File: config.mk
export PLATFORM = sky130hd
export DESIGN_NAME = output_deskew_buffer
export DESIGN_NICKNAME = d
export VERILOG_FILES = /design/src/rtl/systolic_pkg.sv /design/src/rtl/row_fifo.sv /design/src/rtl/output_deskew_buffer.sv
export SDC_FILE = /design/constraint.sdc
export NUM_CORES = 2
export LEC_CHECK = 0
export BUFFER_PORTS_ARGS = -buffer_cell sky130_fd_sc_hd__buf_2
export CORE_MARGIN = 2
export CORE_UTILIZATION = 40
export CTS_BUF_LIST = sky130_fd_sc_hd__clkbuf_4
export DETAILED_ROUTE_END_ITERATION = 7
export GPL_TIMING_DRIVEN = 0
export PLACE_DENSITY_LB_ADDON = 0.3
export SETUP_SLACK_MARGIN = 0.02
export SYNTH_ARGS = -nofsm -noshare
export SYNTH_HDL_FRONTEND = slang
export SYNTH_SLANG_ARGS = --single-unit
File: constraint.sdc
create_clock -name clk -period 27.1 [get_ports clk]
set_input_delay 0 -clock clk [delete_from_list [all_inputs] [get_ports clk]]
set_output_delay 0 -clock clk [all_outputs]
set_load 0.01 [all_outputs]
File: src/rtl/systolic_pkg.sv
// Types and defaults shared by the systolic array and its output stages.
package systolic_pkg;

    localparam int DEF_ARRAY_SIZE = 8;
    localparam int DEF_ACC_WIDTH  = 32;

    typedef logic signed [DEF_ACC_WIDTH-1:0] acc_t;
    typedef acc_t [DEF_ARRAY_SIZE-1:0]       row_t;

    // Occupancy at which the array controller must be throttled.
    function automatic int af_level(input int depth, input int margin);
        return depth - margin;
    endfunction

endpackage

File: src/rtl/row_fifo.sv
// Synchronous show-ahead FIFO holding whole aligned result rows.
module row_fifo
    import systolic_pkg::*;
#(
    parameter int ARRAY_SIZE = DEF_ARRAY_SIZE,
    parameter int ACC_WIDTH  = DEF_ACC_WIDTH,
    parameter int DEPTH      = 16
) (
    input  logic                                      clk,
    input  logic                                      rst,
    input  logic                                      push,
    input  logic                                      pop,
    input  logic signed [ARRAY_SIZE-1:0][ACC_WIDTH-1:0] din,
    output logic signed [ARRAY_SIZE-1:0][ACC_WIDTH-1:0] dout,
    output logic [$clog2(DEPTH+1)-1:0]                count,
    output logic                                      full,
    output logic                                      empty
);

    localparam int PW = $clog2(DEPTH);
    localparam int CW = $clog2(DEPTH+1);
    localparam logic [CW-1:0] FULL_CNT = CW'(DEPTH);
    localparam logic [CW-1:0] CNT_ONE  = CW'(1);
    localparam logic [PW-1:0] PTR_ONE  = PW'(1);

    logic [ARRAY_SIZE-1:0][ACC_WIDTH-1:0] mem_r [DEPTH];
    logic [PW-1:0] wr_ptr_r;
    logic [PW-1:0] rd_ptr_r;
    logic [CW-1:0] count_r;
    logic          do_push_s;
    logic          do_pop_s;

    assign full      = (count_r == FULL_CNT);
    assign empty     = (count_r == '0);
    assign do_pop_s  = pop && !empty;
    // A pop in the same cycle frees the slot, so a full FIFO still accepts.
    assign do_push_s = push && (!full || do_pop_s);

    // Row storage; contents survive reset.
    always_ff @(posedge clk) begin
        if (do_push_s) begin
            mem_r[wr_ptr_r] <= din;
        end
    end

    // Pointer and occupancy tracking.
    always_ff @(posedge clk) begin
        if (!rst) begin
            wr_ptr_r <= '0;
            rd_ptr_r <= '0;
            count_r  <= '0;
        end else begin
            if (do_push_s) begin
                wr_ptr_r <= wr_ptr_r + PTR_ONE;
            end
            if (do_pop_s) begin
                rd_ptr_r <= rd_ptr_r + PTR_ONE;
            end
            case ({do_push_s, do_pop_s})
                2'b10:   count_r <= count_r + CNT_ONE;
                2'b01:   count_r <= count_r - CNT_ONE;
                default: count_r <= count_r;
            endcase
        end
    end

    assign dout  = mem_r[rd_ptr_r];
    assign count = count_r;

endmodule

File: src/rtl/output_deskew_buffer.sv
// Realigns skewed systolic-array result rows and queues them for a
// valid/ready consumer, with backpressure and a sticky drop flag.
module output_deskew_buffer
    import systolic_pkg::*;
#(
    parameter int ARRAY_SIZE = DEF_ARRAY_SIZE,
    parameter int ACC_WIDTH  = DEF_ACC_WIDTH,
    parameter int FIFO_DEPTH = 16,
    parameter int AF_MARGIN  = 4
) (
    input  logic                                        clk,
    input  logic                                        rst,
    input  logic                                        enable,
    input  logic                                        in_valid,
    input  logic signed [ARRAY_SIZE-1:0][ACC_WIDTH-1:0] c_in,
    output logic                                        out_valid,
    input  logic                                        out_ready,
    output logic signed [ARRAY_SIZE-1:0][ACC_WIDTH-1:0] out_data,
    output logic [$clog2(FIFO_DEPTH+1)-1:0]             count,
    output logic                                        almost_full,
    output logic                                        overflow,
    input  logic                                        clear_overflow
);

    localparam int CW = $clog2(FIFO_DEPTH+1);
    localparam logic [CW-1:0] AF_LEVEL = CW'(af_level(FIFO_DEPTH, AF_MARGIN));

    logic [ARRAY_SIZE-1:0][ACC_WIDTH-1:0] aligned_s;
    logic [ARRAY_SIZE-2:0]                vpipe_r;
    logic                                 push_s;
    logic                                 pop_s;
    logic                                 drop_s;
    logic                                 full_s;
    logic                                 empty_s;
    logic                                 overflow_r;

    // Column j arrives j cycles late, so it is held back ARRAY_SIZE-1-j cycles.
    for (genvar j = 0; j < ARRAY_SIZE-1; j++) begin : g_col
        localparam int STAGES = ARRAY_SIZE-1-j;
        logic [STAGES-1:0][ACC_WIDTH-1:0] dly_r;

        // Enable-gated delay line for this column.
        always_ff @(posedge clk) begin
            if (!rst) begin
                dly_r <= '0;
            end else if (enable) begin
                dly_r[0] <= c_in[j];
                for (int k = 1; k < STAGES; k++) begin
                    dly_r[k] <= dly_r[k-1];
                end
            end else begin
                dly_r <= dly_r;
            end
        end

        assign aligned_s[j] = dly_r[STAGES-1];
    end
    assign aligned_s[ARRAY_SIZE-1] = c_in[ARRAY_SIZE-1];

    // Row tag follows column 0 to the point where the row is complete.
    always_ff @(posedge clk) begin
        if (!rst) begin
            vpipe_r <= '0;
        end else if (enable) begin
            vpipe_r[0] <= in_valid;
            for (int k = 1; k < ARRAY_SIZE-1; k++) begin
                vpipe_r[k] <= vpipe_r[k-1];
            end
        end else begin
            vpipe_r <= vpipe_r;
        end
    end

    assign push_s = enable && vpipe_r[ARRAY_SIZE-2];
    assign pop_s  = out_ready && !empty_s;
    assign drop_s = push_s && full_s && !pop_s;

    row_fifo #(
        .ARRAY_SIZE (ARRAY_SIZE),
        .ACC_WIDTH  (ACC_WIDTH),
        .DEPTH      (FIFO_DEPTH)
    ) u_fifo (
        .clk   (clk),
        .rst   (rst),
        .push  (push_s),
        .pop   (pop_s),
        .din   (aligned_s),
        .dout  (out_data),
        .count (count),
        .full  (full_s),
        .empty (empty_s)
    );

    // Sticky drop flag; a drop in the clearing cycle keeps it set.
    always_ff @(posedge clk) begin
        if (!rst) begin
            overflow_r <= 1'b0;
        end else if (drop_s) begin
            overflow_r <= 1'b1;
        end else if (clear_overflow) begin
            overflow_r <= 1'b0;
        end else begin
            overflow_r <= overflow_r;
        end
    end

    assign out_valid   = !empty_s;
    assign almost_full = (count >= AF_LEVEL);
    assign overflow    = overflow_r;

endmodule

==> flow_summary.yaml <==
yosys:
  synth_top_area_share_pct: 65.7
  synth_edf_count: 4096
  synth-seq-cells: 5017
  synthCells: 9286
  yosysSeqAreaShare_pct: 75.6
  synth_top_area_cell: "edfxtp_1"
  synthesis.nets: 9556
  avgSynthCellArea_sq_um: 20.1
  synth_ff_type: "edfxtp_1"
  ys_warn_count: 0
  synth_cell_types: 41
  async_flop_share_pct: 0
  synthTopCellsByArea: "edfxtp_1 (66%), mux4_2 (12%), dfxtp_1 (9.9%), mux2i_1 (4.9%), nor2b_1 (3.0%)"
  synth_area_sq_mm: 0.187
timing:
  finalHoldViolations: 0
  fmax_mhz: 175
  post-route-period-util_pct: 21.1
  min_period_ns: 5.72
  slew_headroom_pct: -2.77
  fin_setup_tns_ns: 0
  worst_pin_slew_ns: 1.54
  finalSetupViolations: 0
  rsz0062_at_grt: "no"
  clock-skew-final_ns: 0.142
  slew_violations: 11
critical_path:
  critPathTopFamily: "buffers and inverters"
  critical-path-slowest-cell: "buf_1"
  path_cells: "buf_2, buf_2, buf_1, mux4_2, o22ai_1, nor2_1, buf_2"
  cpPeakStageDelay_ns: 0.95
  worst-setup-path-type: "flop to primary output"
  crit_top_cell: "buf_2"
  r2r_slack_ns: 23.10
  start_kind: "flop"
  critPathArrivalTime_ns: 5.72
  critPathBufInv: 4
  critPathRequiredTime_ns: 27.10
  path_max_fanout: 10
  cp-end-kind: "primary output"
cts:
  htreeDepth: 7
  clock_sinks: 5017
  clock-root-buffer: "clkbuf_4"
  numCtsBuffers: 1342
  insertion_delay_ns: 1.76
  cts_resized: 0
  path_clk_slew_ns: 0.06
  cts.path.max_buffers: 5
  cts_tree: "done"
die:
  start_util_pct: 40.1
  die_area_sq_mm: 0.473
  io_pins: 526
  die_h_um: 688
  num_rows: 251
  coreArea_sq_mm: 0.467
  die_w_um: 688
layout:
  layout-drive-gt1-share_pct: 31.1
  fin_nets: 12700
  design_area_sq_mm: 0.229
  syn2layout_area_growth_pct: 22.2
  final_common_cell: "edfxtp_1"
  final_cell_mix: "edfxtp_1 (4096), clkbuf_4 (1950), mux4_2 (1024), dlygate4sd3_1 (924), dfxtp_1 (921)"
global_route:
  grt_max_degree: 25
  grt_pass1_vias: 110000
  grt_pass1_wl_um: 771000
  antenna_found_initial: 57
  gr-total-overflow: 0
  grt_usage_pct: 23.1
power_and_ir_drop:
  p_per_area_mw_per_mm2: 68.8
  ir_drop_v: 0.0000528
  cellLeakagePower_nw: 77.9
outcome:
  status: "finished with violations"
  violations: "capacitance limit, slew limit"
routing:
  vias_per_cell: 5.38
  drt-total-wl_um: 549000
  drt-wirelength-per-cell_um: 28.1
  vias: 105000
  ant_nets: 0
  firstDrtPassIters: 8
  route.detailed.drc: 0
  drt_iter0_drc: 11100
min_path:
  hp-class: "input port to flop"
job:
  max_cap_violations: 2
placement:
  io_buffers: 523
  gp_congestion: 0.758
  dpl_cell_area_sq_mm: 0.203
  dp_hpwl_um: 367000
==> worst min-delay path: cells and delay by family <==
kind	cells	cell delay [ns]
buffers and inverters	4	1.69
multiplexers	1	0.06
AND/OR/NAND/NOR	1	0.10
==> synthesized netlist by cell type, types with 3 or more instances <==
cell      instances
and2_1            9
edfxtp_1       4096
nand2b_1         11
buf_2           175
buf_4            31
mux4_2         1024
or2_2             3
nor2_1           82
a22oi_1         382
clkbuf_1        267
inv_1             6
nor3_1            6
buf_1            72
dfxtp_1         921
ha_1              8
o21ai_0           3
mux2i_1         908
nand2_1         202
nand3_1           3
buf_6             8
o22ai_1         130
xnor2_1           6
nor2b_1         910
==> layout make-up <==
| class | instances | area [sq um] |
|---|---|---|
| Clock buffer | 1950 | 14600 |
| Sequential cell | 5017 | 141000 |
| Fill cell | 38500 | 238000 |
| Tap cell | 6198 | 7750 |
| Buffer | 553 | 2490 |
| Inverter | 6 | 22.5 |
| Multi-Input combinational cell | 3710 | 43300 |
| Clock inverter | 295 | 1460 |
| Timing Repair Buffer | 1780 | 17500 |
| Antenna cell | 37 | 92.6 |
==> metrics by stage <==
stage / worst slack (ns) / hold slack [ns] / power [mW] / std cells / util (%)
after global placement: -17.80 / 0.255 / 9.37 / 16000 / 42.3
after CTS: 21.27 / 0.0000411 / 15.9 / 19500 / 49.0
after detailed placement: 22.42 / 0.263 / 9.39 / 16300 / 43.5
after floorplan: 7.51 / 0.0989 / 9.05 / 9286 / -
after global routing: 21.29 / 0.133 / 16.3 / 19500 / 49.0
final: 21.38 / 0.222 / 15.7 / 19500 / 49.0
==> final timing paths <==
check	from	depth (start not counted)	end
setup / recovery	flop	7	out_data[19]
hold / removal	c_in[83]	6	g_col[2].dly_r[19]$_SDFFE_PN0P_
hold reg to reg	g_col[3].dly_r[88]$_SDFFE_PN0P_	2	aligned_s[120]$_SDFFE_PN0P_
setup reg to reg	u_fifo.count[1]$_SDFFE_PN0P_	14	u_fifo.mem_r[0][221]$_DFFE_PP_
==> repair_timing <==
item,4_1_cts,5_1_grt
endpoints found under the setup margin,0,0
endpoints found under the hold margin,3174,0
buffers inserted,0,0
hold buffers,924,0
==> power breakdown <==
| group | internal (mW) | total [mW] | leakage [nW] | switching (mW) |
|---|---|---|---|---|
| clock network | 3.39 | 6.40 | 9.68 | 3.01 |
| logic | 0.474 | 0.985 | 23.1 | 0.512 |
| registers | 8.29 | 8.34 | 45.2 | 0.0507 |
==> routing by layer <==
layer  vias up  part of all wire [%]  global-route usage, %
met4         2                   3.3                   9.27
met1     54700                    39                   28.8
met3      1018                   7.6                   4.88
li1      44500                     -                      -
met5         -                0.0024                      0
met2      5029                    51                   39.3
==> kinds of logic (layout without fill, tap and decap cells) <==
logic type / Yosys count / after routing / synth area share (%)
simple gates: 1231 / 1231 / 3.74
buf+inv: 559 / 4584 / 1.33
xor+xnor: 8 / 8 / 0.0375
fa+ha+maj: 8 / 8 / 0.0535
flops: 5017 / 5017 / 75.6
mux: 1933 / 1933 / 17.2
other cells: 0 / 37 / 0
compound gates: 530 / 530 / 2.05
==> sequential cells by signal, summed over array words and instances, names as in the netlist, named ones only <==
signal,flops
aligned_s,192
u_fifo.count,5
overflow,1
u_fifo.wr_ptr_r,4
u_fifo.mem_r,4096
u_fifo.rd_ptr_r,4
g_col.dly_r,704
vpipe_r,7
No activity file was read; power rests on OpenSTA's default activity.
